[src/rtl/concat_serializer.sv]
// Serializes one {x2, x1} pair per input handshake as an LSB-first frame under
// a valid/ready output handshake, with an idle gap after each frame.
module concat_serializer #(
  parameter int X1_W       = 11,
  parameter int X2_W       = 8,
  parameter int GAP_CYCLES = 1
) (
  input  logic            clk_i,
  input  logic            rst_ni,
  input  logic            in_valid_i,
  output logic            in_ready_o,
  input  logic [X1_W-1:0] x1_i,
  input  logic [X2_W-1:0] x2_i,
  output logic            ser_out_o,
  output logic            ser_valid_o,
  output logic            ser_last_o,
  input  logic            out_ready_i,
  output logic            busy_o,
  output logic [7:0]      frame_cnt_o
);

  localparam int FW       = X1_W + X2_W;
  localparam int IW       = $clog2(FW);
  localparam int GW       = (GAP_CYCLES > 1) ? $clog2(GAP_CYCLES) : 1;
  localparam int GAP_LAST = (GAP_CYCLES > 0) ? GAP_CYCLES - 1 : 0;

  typedef enum logic [1:0] {
    ST_IDLE  = 2'd0,
    ST_SHIFT = 2'd1,
    ST_GAP   = 2'd2
  } state_e;

  state_e          state_q, state_d;
  logic [FW-1:0]   shreg_q, shreg_d;
  logic [IW-1:0]   idx_q, idx_d;
  logic [GW-1:0]   gap_q, gap_d;
  logic [7:0]      cnt_q, cnt_d;

  // State and datapath registers with synchronous active-low reset.
  always_ff @(posedge clk_i) begin
    if (!rst_ni) begin
      state_q <= ST_IDLE;
      shreg_q <= '0;
      idx_q   <= '0;
      gap_q   <= '0;
      cnt_q   <= 8'd0;
    end else begin
      state_q <= state_d;
      shreg_q <= shreg_d;
      idx_q   <= idx_d;
      gap_q   <= gap_d;
      cnt_q   <= cnt_d;
    end
  end

  // Next-state logic: capture in IDLE, shift on accept, count out the gap.
  always_comb begin
    state_d = state_q;
    shreg_d = shreg_q;
    idx_d   = idx_q;
    gap_d   = gap_q;
    cnt_d   = cnt_q;
    case (state_q)
      ST_IDLE: begin
        if (in_valid_i) begin
          shreg_d = {x2_i, x1_i};
          idx_d   = '0;
          state_d = ST_SHIFT;
        end else begin
          state_d = ST_IDLE;
        end
      end
      ST_SHIFT: begin
        if (out_ready_i) begin
          shreg_d = {1'b0, shreg_q[FW-1:1]};
          if (idx_q == IW'(FW - 1)) begin
            idx_d   = '0;
            gap_d   = '0;
            cnt_d   = cnt_q + 8'd1;
            state_d = (GAP_CYCLES == 0) ? ST_IDLE : ST_GAP;
          end else begin
            idx_d = idx_q + IW'(1);
          end
        end else begin
          state_d = ST_SHIFT;
        end
      end
      ST_GAP: begin
        if (gap_q == GW'(GAP_LAST)) begin
          gap_d   = '0;
          state_d = ST_IDLE;
        end else begin
          gap_d = gap_q + GW'(1);
        end
      end
      default: begin
        state_d = ST_IDLE;
      end
    endcase
  end

  // in_ready must drop while reset is held, so it also looks at rst_ni.
  assign in_ready_o  = rst_ni && (state_q == ST_IDLE);
  assign ser_valid_o = (state_q == ST_SHIFT);
  assign ser_out_o   = ser_valid_o & shreg_q[0];
  assign ser_last_o  = ser_valid_o && (idx_q == IW'(FW - 1));
  assign busy_o      = (state_q != ST_IDLE);
  assign frame_cnt_o = cnt_q;

endmodule

[config.mk]
export PLATFORM = sky130hd
export DESIGN_NAME = concat_serializer
export DESIGN_NICKNAME = d
export VERILOG_FILES = /design/src/rtl/concat_serializer.sv
export SDC_FILE = /design/constraint.sdc
export NUM_CORES = 1
export LEC_CHECK = 0
export ABC_AREA = 1
export BUFFER_PORTS_ARGS = -buffer_cell sky130_fd_sc_hd__buf_2
export CAP_MARGIN = 10
export CORE_MARGIN = 10
export CORE_UTILIZATION = 48
export DETAILED_ROUTE_END_ITERATION = 8
export GPL_ROUTABILITY_DRIVEN = 1
export GPL_TIMING_DRIVEN = 0
export HOLD_SLACK_MARGIN = 0.02
export PLACE_DENSITY = 0.75
export SLEW_MARGIN = 20
export SYNTH_ARGS = -nofsm -noshare
export SYNTH_HDL_FRONTEND = slang
export SYNTH_SLANG_ARGS = --single-unit
[constraint.sdc]
create_clock -name clk_i -period 1.5 [get_ports clk_i]
set_clock_uncertainty 0.2 [all_clocks]
set_input_delay 0 -clock clk_i [delete_from_list [all_inputs] [get_ports clk_i]]
set_output_delay 0 -clock clk_i [all_outputs]
set_load 0.02 [all_outputs]
# Word level (Yosys, flattened, before mapping)
# Index checks and enable logic that the tools add are counted.
dict set report classes {
  bitwise_logic 1
  reduce_logical 10
  n_addsub 3
  n_eq_ne 8
  n_mux 16
}
# cell n
set op_table {}
lappend op_table {{19-bit two-way mux} 2}
lappend op_table {{19-bit one-hot mux with 2 select lines} 1}
lappend op_table {{5-bit two-way mux} 3}
lappend op_table {{5-bit one-hot mux with 2 select lines} 1}
lappend op_table {{3-bit AND reduction} 3}
lappend op_table {{8-bit by 1-bit adder with 8-bit output, second input constant} 1}
lappend op_table {{2-bit two-way mux} 3}
lappend op_table {{2-bit one-hot mux with 3 select lines} 1}
lappend op_table {{2-bit nonzero test} 3}
lappend op_table {{5-bit by 1-bit adder with 5-bit output, second input constant} 1}
lappend op_table {{5-bit == test, second input constant} 1}
lappend op_table {{1-bit two-way mux} 4}
lappend op_table {{2-bit by 1-bit inequality test with 1-bit output, second input constant} 2}
lappend op_table {{2-bit inequality test, second input constant} 2}
lappend op_table {{3-bit by 2-bit inequality test with 1-bit output, second input constant} 1}
lappend op_table {{2-bit by 1-bit == test with 1-bit output, second input constant} 1}
lappend op_table {{2-bit == test, second input constant} 1}
lappend op_table {{1-bit logical AND} 2}
lappend op_table {{2-bit logical NOT} 1}
lappend op_table {{1-bit one-hot mux with 2 select lines} 1}
lappend op_table {{2-bit AND reduction} 1}
lappend op_table {{1-bit adder, second input constant} 1}
lappend op_table {{1-bit bitwise AND} 1}
dict set report word_totals {
  register_bits 35
  output_inout_bits 13
  wordCells 43
}

# Longest topological paths before layout
# Gate-level depths: netlist of run 1.
dict set report depth {
  ltp_word 4
  depth_mapped 10
}

# Least setup slack after synthesis of run 1
# OpenSTA, ideal clock, no wires.
dict set report synth_path {
  path_type {register to register}
  from {register cnt_q[0], in the netlist frame_cnt_o[0]}
  to {register cnt_q[4], in the netlist frame_cnt_o[4]}
  path_stages_with_launch 7
  required_time_ns 1.184
  path_slack_ns 0.029
  t_arrival_ns 1.155
  path_cell_list {dfxtp_1 > ha_1 > nand2_1 > nor2_1 > nand2_1 > o21ai_0 > nor2_1}
}
dict set report synth_via {
  elab_chain_cells 1
}
# item line_no
set synth_rtl {}
lappend synth_rtl {{start: declaration} 37} ;# logic [7:0] cnt_q, cnt_d;
lappend synth_rtl {{start signal: assignment} 52} ;# cnt_q <= cnt_d;
lappend synth_rtl {{8-bit by 1-bit adder with 8-bit output} 79} ;# cnt_d = cnt_q + 8'd1;
# No other way between the ends.
# A chain may end at the register's enable or synchronous reset.

# Worst setup path after layout of run 1
dict set report layout_path {
  from {register idx_q[0]}
  to {register cnt_q[6], in the netlist frame_cnt_o[6]}
}
dict set report layout_via {
  elab_chain_cells 2
}
# item line_no
set layout_rtl {}
lappend layout_rtl {{start: declaration} 35} ;# logic [IW-1:0] idx_q, idx_d;
lappend layout_rtl {{start signal: assignment} 50} ;# idx_q <= idx_d;
lappend layout_rtl {{5-bit == test} 76} ;# if (idx_q == IW'(FW - 1)) begin
lappend layout_rtl {{3-bit AND reduction (no line)} -}
# No other way between the ends.

==> results of run 1 <==
## path summary, 6_finish.rpt
kind,end,startpoint,cells past startpoint,slack (ns)
min,shreg_q[0],shreg_q[0],2,0.26
max reg2reg,frame_cnt_o[6],idx_q[0],10,-0.02
max,frame_cnt_o[6],idx_q[0],10,-0.02
min reg2reg,shreg_q[0],shreg_q[0],2,0.26
## flip-flops by register name, indices dropped and copies added, names as in the netlist
| signal | count |
|---|---|
| frame_cnt_o | 8 |
| shreg_q | 19 |
| idx_q | 5 |
| state_q | 2 |
## final cells by class
cell class                      count  area (µm²)  share of cell area
Clock buffer                        5       37.54             0.01594
Buffer                             12       91.34             0.03879
Inverter                           21       85.08             0.03613
Timing Repair Buffer               62       450.4              0.1913
Sequential cell                    34       689.4              0.2928
Clock inverter                      3       45.04             0.01913
Tap cell                           46       57.56             0.02444
Multi-Input combinational cell    158       898.4              0.3815
## logic make-up after synthesis
group,after synthesis,share of synthesized area
AOI/OAI and AO/OA,31,0.1477
xor gates and xnor gates,2,0.01050
adders and majority gates,3,0.02249
buffers and inverters,33,0.09445
DFF,34,0.4078
and+or+nand+nor,122,0.3171
## per-stage QoR
stage	util	setup slack (ns)	hold WS, ns	std cells	TNS (ns)
5_1_grt	0.7057	-0.1015	0.2816	341	-0.7417
2_1_floorplan	-	0.02938	-0.05739	225	0
6_report	0.7057	-0.02009	0.2560	341	-0.04469
4_1_cts	0.6794	-0.05587	0.2609	338	-0.1338
3_5_place_dp	0.5684	-0.1390	0.07075	305	-0.6828
3_3_place_gp	0.5684	-0.1137	0.06070	305	-0.3719
## cells in the final DEF, fill, tap and decap left out, types with 2 or more instances in the layout
master / synthesis / final
sky130_fd_sc_hd__inv_1: 18 / 14
sky130_fd_sc_hd__clkinvlp_4: 0 / 3
sky130_fd_sc_hd__a21oi_2: 1 / 3
sky130_fd_sc_hd__nand3_2: 3 / 4
sky130_fd_sc_hd__nor2_1: 19 / 16
sky130_fd_sc_hd__nor2_4: 1 / 2
sky130_fd_sc_hd__buf_4: 1 / 7
sky130_fd_sc_hd__dlygate4sd3_1: 0 / 22
sky130_fd_sc_hd__buf_2: 6 / 35
sky130_fd_sc_hd__inv_2: 3 / 5
sky130_fd_sc_hd__nand4_1: 3 / 3
sky130_fd_sc_hd__ha_1: 3 / 2
sky130_fd_sc_hd__buf_6: 3 / 7
sky130_fd_sc_hd__nand2_1: 68 / 65
sky130_fd_sc_hd__dfxtp_2: 0 / 4
sky130_fd_sc_hd__nand3_1: 26 / 24
sky130_fd_sc_hd__dfxtp_1: 34 / 29
sky130_fd_sc_hd__o211a_1: 17 / 17
sky130_fd_sc_hd__clkbuf_4: 0 / 6
sky130_fd_sc_hd__nand2_2: 2 / 3
sky130_fd_sc_hd__a21oi_1: 9 / 7
sky130_fd_sc_hd__nand2_4: 0 / 2
sky130_fd_sc_hd__nor2_2: 0 / 2
sky130_fd_sc_hd__o21ai_1: 0 / 2
## power groups by stage
| stage | Sequential (mW) | Clock, mW | Combinational [mW] |
|---|---|---|---|
| global placement | 1.01 | 0 | 0.286 |
| CTS | 0.988 | 0.694 | 0.348 |
| detailed placement | 1.01 | 0 | 0.291 |
| global route | 0.997 | 0.726 | 0.404 |
| floorplan | 1.00 | 0 | 0.211 |
| finish | 0.990 | 0.682 | 0.360 |
## worst max-delay path, delay by kind of cell (launching register included)
| family | cells | cell delay (ns) |
|---|---|---|
| adders and majority gates | 1 | 0.12 |
| buffers and inverters | 3 | 0.26 |
| DFF | 1 | 0.34 |
| and+or+nand+nor | 6 | 0.50 |
## metal layers
layer	wire [µm]	up-vias	part of all wire	GRT usage
met4	74	0	0.018	0.06452
met1	1765	757	0.43	0.1637
li1	-	869	-	-
met5	0	-	0	0
met2	2009	54	0.49	0.2259
met3	277	7	0.067	0.04505
## what timing repair did
item | in CTS | in global routing
gates cloned | 1 | 0
endpoints found under the setup margin | 15 | 31
hold buffers | 22 | 0
pin swaps | 1 | 7
endpoints found under the hold margin | 31 | 0
buffers inserted | 2 | 3
resized for setup | 18 | 21
==> impl.org, run 1 <==
** Global routing
- The first global-routing pass estimated 7176 µm of wire.
- The number of antenna violations at the first check in global routing was 0.
- The via count of the first global-routing pass was 1599.
- After global routing the overflow that remains totals 0.
- Entering global routing, the biggest net connects 13 pins.
- Global router's overall resource usage :: 0.1396

** STA
- In this run the tightest slew margin relative to its limit is 0.7057.
- For the pin with the worst max-slew slack, the measured transition is 0.4415 ns.
- Number of pins with negative max-slew slack in the final report :: 0
- The worst path in the final design needs a cycle of 1.520 ns, including I/O delays and setup.
- Setup violations remaining at the end of the flow were counted as 3.
- After layout, the worst setup slack is -0.02009 ns.
- Post-route fraction of the period consumed by the critical path :: 1.013
- FMAX :: 657.9 MHz
- Setup repair after global routing could not meet its margin everywhere.
- The final count of hold timing violations was 0.

** Setup path
- At the worst endpoint, the required time is 1.55 ns.
- For the worst setup path, the data arrival time is 1.57 ns.
- Peak fanout along the critical path :: 6
- Worst Setup End Kind :: flip-flop
- On the worst path, the slowest cell contributes a delay of 0.34 ns.
- Crit Path Category :: flip-flop to flip-flop
- The most numerous cell type found on the critical path is sky130_fd_sc_hd__inv_2.
- The critical path goes through inv_2 -> ha_4 -> nand2_2 -> inv_2 -> nand2_4 -> nor2_4 -> buf_6 -> nand4_1 -> nand2_1 -> nor2_1.
- CP max stage cell :: sky130_fd_sc_hd__dfxtp_2
- The worst setup path is launched from a flip-flop.

** Routing
- In this run the remaining antenna-violating nets after routing total 0.
- Via count normalized by instance count :: 4.947
- DR pass1 iterations :: 4
- In the routed design, unresolved DRC markers number 0.
- DRC violation total after the first TritonRoute iteration :: 128
- Summing over every cut layer, the via total after detailed routing is 1687.
- Dividing the detail-routed wire length by the instance count gives 12.10 µm.
- Final WL :: 4126 µm

** Pwr
- Of the total power, registers draw 0.487.
- Maximum vdd drop :: 0.7068 mV
- Power per cell area :: 862.7 mW/mm²
- Leakage Power :: 1.169 nW
- Total design power :: 2.032 mW
- Fraction of power consumed by the clock network :: 0.336
- Relative contribution of combinational cells to total power :: 0.177
- Net switching share of the total power :: 0.2678
- Int Power :: 1.487 mW
- NetSw :: 0.5441 mW

** Min path
- Hold crit path type :: flip-flop to flip-flop

** Die
- The region available for standard cell placement spans 0.003337 mm².
- After floorplanning, the core was divided into 21 placement rows.
- Die Height :: 78.97 µm
- The floorplan step defined a die boundary enclosing 0.006236 mm².
- 36 I/O pins were placed.
- DIE WIDTH :: 78.97 µm
- Starting utilization of the core area :: 0.5002

** Finish
- Number of filler cells placed in the layout :: 271
- Number of nets at the end of the flow :: 320
- Area added between synthesis and finish :: 41.08%
- In the final layout, the share of cells above drive strength 1 is 0.2983.
- Final antenna diode count :: 0
- Post-layout instance area :: 0.002355 mm²

** Synthesis
- Net count after synthesis :: 251
- Top cells by instance count after synthesis :: 68 x sky130_fd_sc_hd__nand2_1, 34 x sky130_fd_sc_hd__dfxtp_1, 26 x sky130_fd_sc_hd__nand3_1
- In this run the cell area of the synthesized design comes to 0.001669 mm².
- Synthesis produced 225 cells.
- Synthesis-stage register bit count :: 34
- Flip-flop cell with the highest count after synthesis :: sky130_fd_sc_hd__dfxtp_1
- Yosys top cell by area :: sky130_fd_sc_hd__dfxtp_1
- Ranked by total cell area, the synthesized netlist is headed by sky130_fd_sc_hd__dfxtp_1 41%, sky130_fd_sc_hd__nand2_1 15%, sky130_fd_sc_hd__o211a_1 10%.
- Register area share after synthesis :: 0.4078
- sky130_fd_sc_hd__nand2_1 is the most common cell in the netlist.
- Number of library cell types mapped by synthesis :: 23
- Each instance of the synthesized netlist takes up on average 7.418 µm².
- Share of the synthesized area in the top cell type :: 0.4078
- Async set or reset register ratio after synthesis :: 0
- Yosys Warn Count :: 0
- The synthesized design contains 0 enable-type register cells.

** Placed design
- Number of port buffers :: 34
- Detailed placement ended at an HPWL of 2744 µm.
- Routability congestion estimate from global placement :: 0.8581
- Placed cell areas :: 0.001897 mm²

** Job
- Reported max-cap violation count :: 0

** CTS
- The cell sitting at the root of the clock tree is a sky130_fd_sc_hd__clkbuf_4.
- Clock-pin slew was measured on the worst setup and hold paths at 0.11 ns.
- TritonCTS built the clock tree.
- The clock reaches the later pin of the worst-skew pair after 0.34 ns.
- Total CTS buffers :: 5
- Maximum buffer depth of the clock tree :: 2
- Clock sink total :: 34
- In this run the number of H-tree levels came out at 2.

** Outcome
- Violated checks :: negative setup slack
- Result of the run :: finished with violations
No activity file was read; power rests on OpenSTA's default activity.
==> inputs of run 2 (changes only) <==
- CORE_UTILIZATION: 48 -> 53
- PLACE_DENSITY: 0.75 -> 0.74
- SETUP_SLACK_MARGIN: not set -> 0.1
- clock period: 1.5 -> 1.59 ns (I/O delays scaled with it)
==> impl.org, run 2 (same netlist as run 1, synthesis figures left out) <==
** Die
- The number of I/O pins came to 36 (unchanged).
- The placeable core region was 0.003028 mm² (-9.3%).
- DIE WIDTH :: 76.12 µm (-3.6%)
- The height of the chip was 76.12 µm (-3.6%).
- Die Outline Area :: 0.005794 mm² (-7.1%)
- The initial standard-cell utilization of the core is 0.5512 (+0.05105).
- The standard-cell row count is 20 (-4.8%).

** Routing
- The detailed-route wire length per cell came to 12.49 µm (+3.2%).
- The average vias per placed instance was 4.959 (+0.23%).
- The iteration count of the initial detailed-routing pass is 4 (unchanged).
- Via count :: 1681 (-0.36%)
- Number of remaining DRC errors :: 0 (unchanged)
- The residual antenna-violating net count after detailed routing was 0 (unchanged).
- The total length of routed wires came to 4234 µm (+2.6%).
- DRC violation total after the first TritonRoute iteration :: 114 (-11%)

** Finish
- Most used cells in the layout excluding fill and tap cells :: 66 x sky130_fd_sc_hd__nand2_1, 37 x sky130_fd_sc_hd__buf_2, 30 x sky130_fd_sc_hd__dfxtp_1, 24 x sky130_fd_sc_hd__nand3_1, 22 x sky130_fd_sc_hd__dlygate4sd3_1
- Fraction of final layout cells sized beyond drive strength 1 :: 0.2814 (-0.01695)
- Number of standard cells in the final layout excluding fillers :: 339 (-0.59%)
- Max reg flops :: 19 (unchanged)
- The library cell used most frequently in the layout, excluding fill and tap cells, is sky130_fd_sc_hd__nand2_1.
- Largest register by flop count :: shreg_q
- Area added between synthesis and finish :: 39.95%
- Final antenna diode count :: 0 (unchanged)
- Number of nets at the end of the flow :: 320 (unchanged)

** Global routing
- The number of antenna violations at the first check in global routing was 0 (unchanged).
- The global-route usage over all layers is 0.1402 (+0.0006157).
- The residual overflow from global routing was 0 (unchanged).
- The via count of the first global-routing pass is 1534 (-4.1%).
- First-pass GRT wire length :: 6975 µm (-2.8%)
- Largest net degree at the start of global routing :: 13 (unchanged)

** CTS
- Worst-Skew Late Latency :: 0.36 ns (+0.02 ns)
- H-tree levels :: 2 (unchanged)
- Maximum buffer depth of the clock tree :: 2 (unchanged)
- CTS tree :: done
- Clock Pin Slew Worst Setup and Hold Paths :: 0.11 ns (about the same)
- The number of sinks driven by the clock tree was 34 (unchanged).
- Total CTS buffers :: 5 (unchanged)
- Clock root cell :: sky130_fd_sc_hd__clkbuf_4

** Placed design
- The number of I/O port buffers came to 34 (unchanged).
- Placed insts :: 303 (-0.66%)
- Placement Setup Slack :: -0.02442 ns (+0.1146 ns)
- The half-perimeter wire length after detailed placement was 2789 µm (+1.6%).
- Routability congestion estimate from global placement :: 0.8463 (-1.4%)

** Setup path
- Worst Setup End Kind :: flip-flop
- The data required time of the worst path is 1.65 ns (+0.10 ns).
- Critical Path Source Type :: flip-flop
- The cell that appears most often on the critical path is sky130_fd_sc_hd__inv_2.
- Crit Path Category :: flip-flop to flip-flop
- The cell family contributing the most delay on the critical path is simple AND/OR/NAND/NOR gates.
- The longest individual stage delay on the worst path is 0.34 ns (about the same).
- The signal on the critical path passes through inv_2 -> ha_4 -> nand2_2 -> inv_2 -> nand2_4 -> nor2_4 -> buf_6 -> nand4_1 -> nand2_1 -> nor2_1.
- Critical register-to-register path startpoint :: idx_q[0]
- Reg2reg end :: frame_cnt_o[7]
- CP max stage cell :: sky130_fd_sc_hd__dfxtp_2
- The arrival time at the worst endpoint came to 1.59 ns (+0.02 ns).
- The worst-path maximum fanout came to 6 (unchanged).
- The setup slack on the worst flop-to-flop path came to 0.06 ns (+0.08 ns).
- The number of buffers and inverters on the critical path is 3 (unchanged).
- The logic depth of the worst register-to-register path came to 10 (unchanged).

** STA
- FMAX :: 651.6 MHz (-0.95%)
- The total setup violations reported at the end of the flow came to 0 (-3).
- Setup tns final :: 0 ns (+0.04469 ns)
- The final count of hold timing violations is 0 (unchanged).
- Hold Worst Slack :: 0.2556 ns (-0.0004210 ns)
- The shortest period the worst path allows came to 1.535 ns (+0.01455 ns).
- The number of pins exceeding their max-slew limit in the final report was 0 (unchanged).
- The worst relative slew slack was 0.6875 (-0.01814).
- Least-Margin Pin Slew :: 0.4687 ns (+0.02721 ns)
- Post-route fraction of the period consumed by the critical path :: 0.9652 (-0.04821)
- Setup repair after global routing could not meet its margin everywhere.
- Min setup slack post-route :: 0.05536 ns (+0.07545 ns)

** Pwr
- The worst voltage drop across the vdd grid is 0.9302 mV (+32%).
- The total power density per cell area came to 895.8 mW/mm² (+3.8%).
- Leakage Power :: 1.179 nW (+0.87%)
- The total power of the final layout is 2.093 mW (+3.0%).

** Min path
- Hold-critical path endpoint :: shreg_q[18]
- Hold wc startpoint :: x2_i[7]
- In this run the worst hold path is classified as input port to flip-flop.
- The instance count along the most critical hold path came to 4 (+2).

** Job
- Reported max-cap violation count :: 0 (unchanged)

** Outcome
- Result of the run :: finished clean
-- run 2: power by group --
part           internal [mW]  total, mW  switching, mW
combinational          0.171      0.344          0.173
clock                  0.492      0.817          0.325
sequential             0.905      0.932         0.0271
total                   1.57       2.09          0.525
-- run 2: what timing repair did --
item | 4_1_cts | 5_1_grt
buffers inserted | 1 | 4
cloned | 1 | 0
hold endpoints to repair | 31 | 0
hold buffers | 22 | 0
pin swaps | 1 | 3
endpoints found under the setup margin | 15 | 18
gates resized for setup | 17 | 10
-- run 2: how the worst max path moves through the flow --
stage                     cells past startpoint              to            from  slack [ns]
after floorplan                               6  frame_cnt_o[4]  frame_cnt_o[0]        0.12
after CTS                                     7      ser_last_o        idx_q[0]        0.04
after detailed placement                      9        idx_q[4]        idx_q[0]       -0.02
after global placement                        9        idx_q[4]        idx_q[0]       -0.03
after global routing                         10  frame_cnt_o[6]        idx_q[0]       -0.04
final                                        10  frame_cnt_o[7]        idx_q[0]        0.06
-- run 2: worst min-delay path, delay by kind of cell --
family | cells | cell delay [ns]
buffers and inverters | 2 | 0.66
AO/OA/AOI/OAI | 1 | 0.04
AND/OR/NAND/NOR | 1 | 0.07
-- run 2: final cells by class --
| class | count | area (µm²) |
|---|---|---|
| plain buffers | 12 | 88.84 |
| clock buffers | 5 | 37.54 |
| clock inverters | 3 | 68.82 |
| fillers | 250 | 691.9 |
| inverters | 21 | 82.58 |
| multi-input cells | 158 | 870.8 |
| flip-flops and latches | 34 | 688.2 |
| well taps | 44 | 55.05 |
| repair buffers | 62 | 444.2 |
-- run 2: layer usage --
metal / GRT usage / up-vias / share of wire
met5: 0 / - / 0
met4: 0.05019 / 0 / 0.016
met3: 0.04835 / 8 / 0.050
met2: 0.2330 / 35 / 0.49
met1: 0.1626 / 766 / 0.45
li1: - / 872 / -
-- run 2: per-stage QoR --
stage	utilization	instance area [µm²]
4_1_cts	0.7508	2273
5_1_grt	0.7715	2336
2_1_floorplan	-	1669
3_5_place_dp	0.6256	1894
6_report	0.7715	2336
3_3_place_gp	0.6256	1894
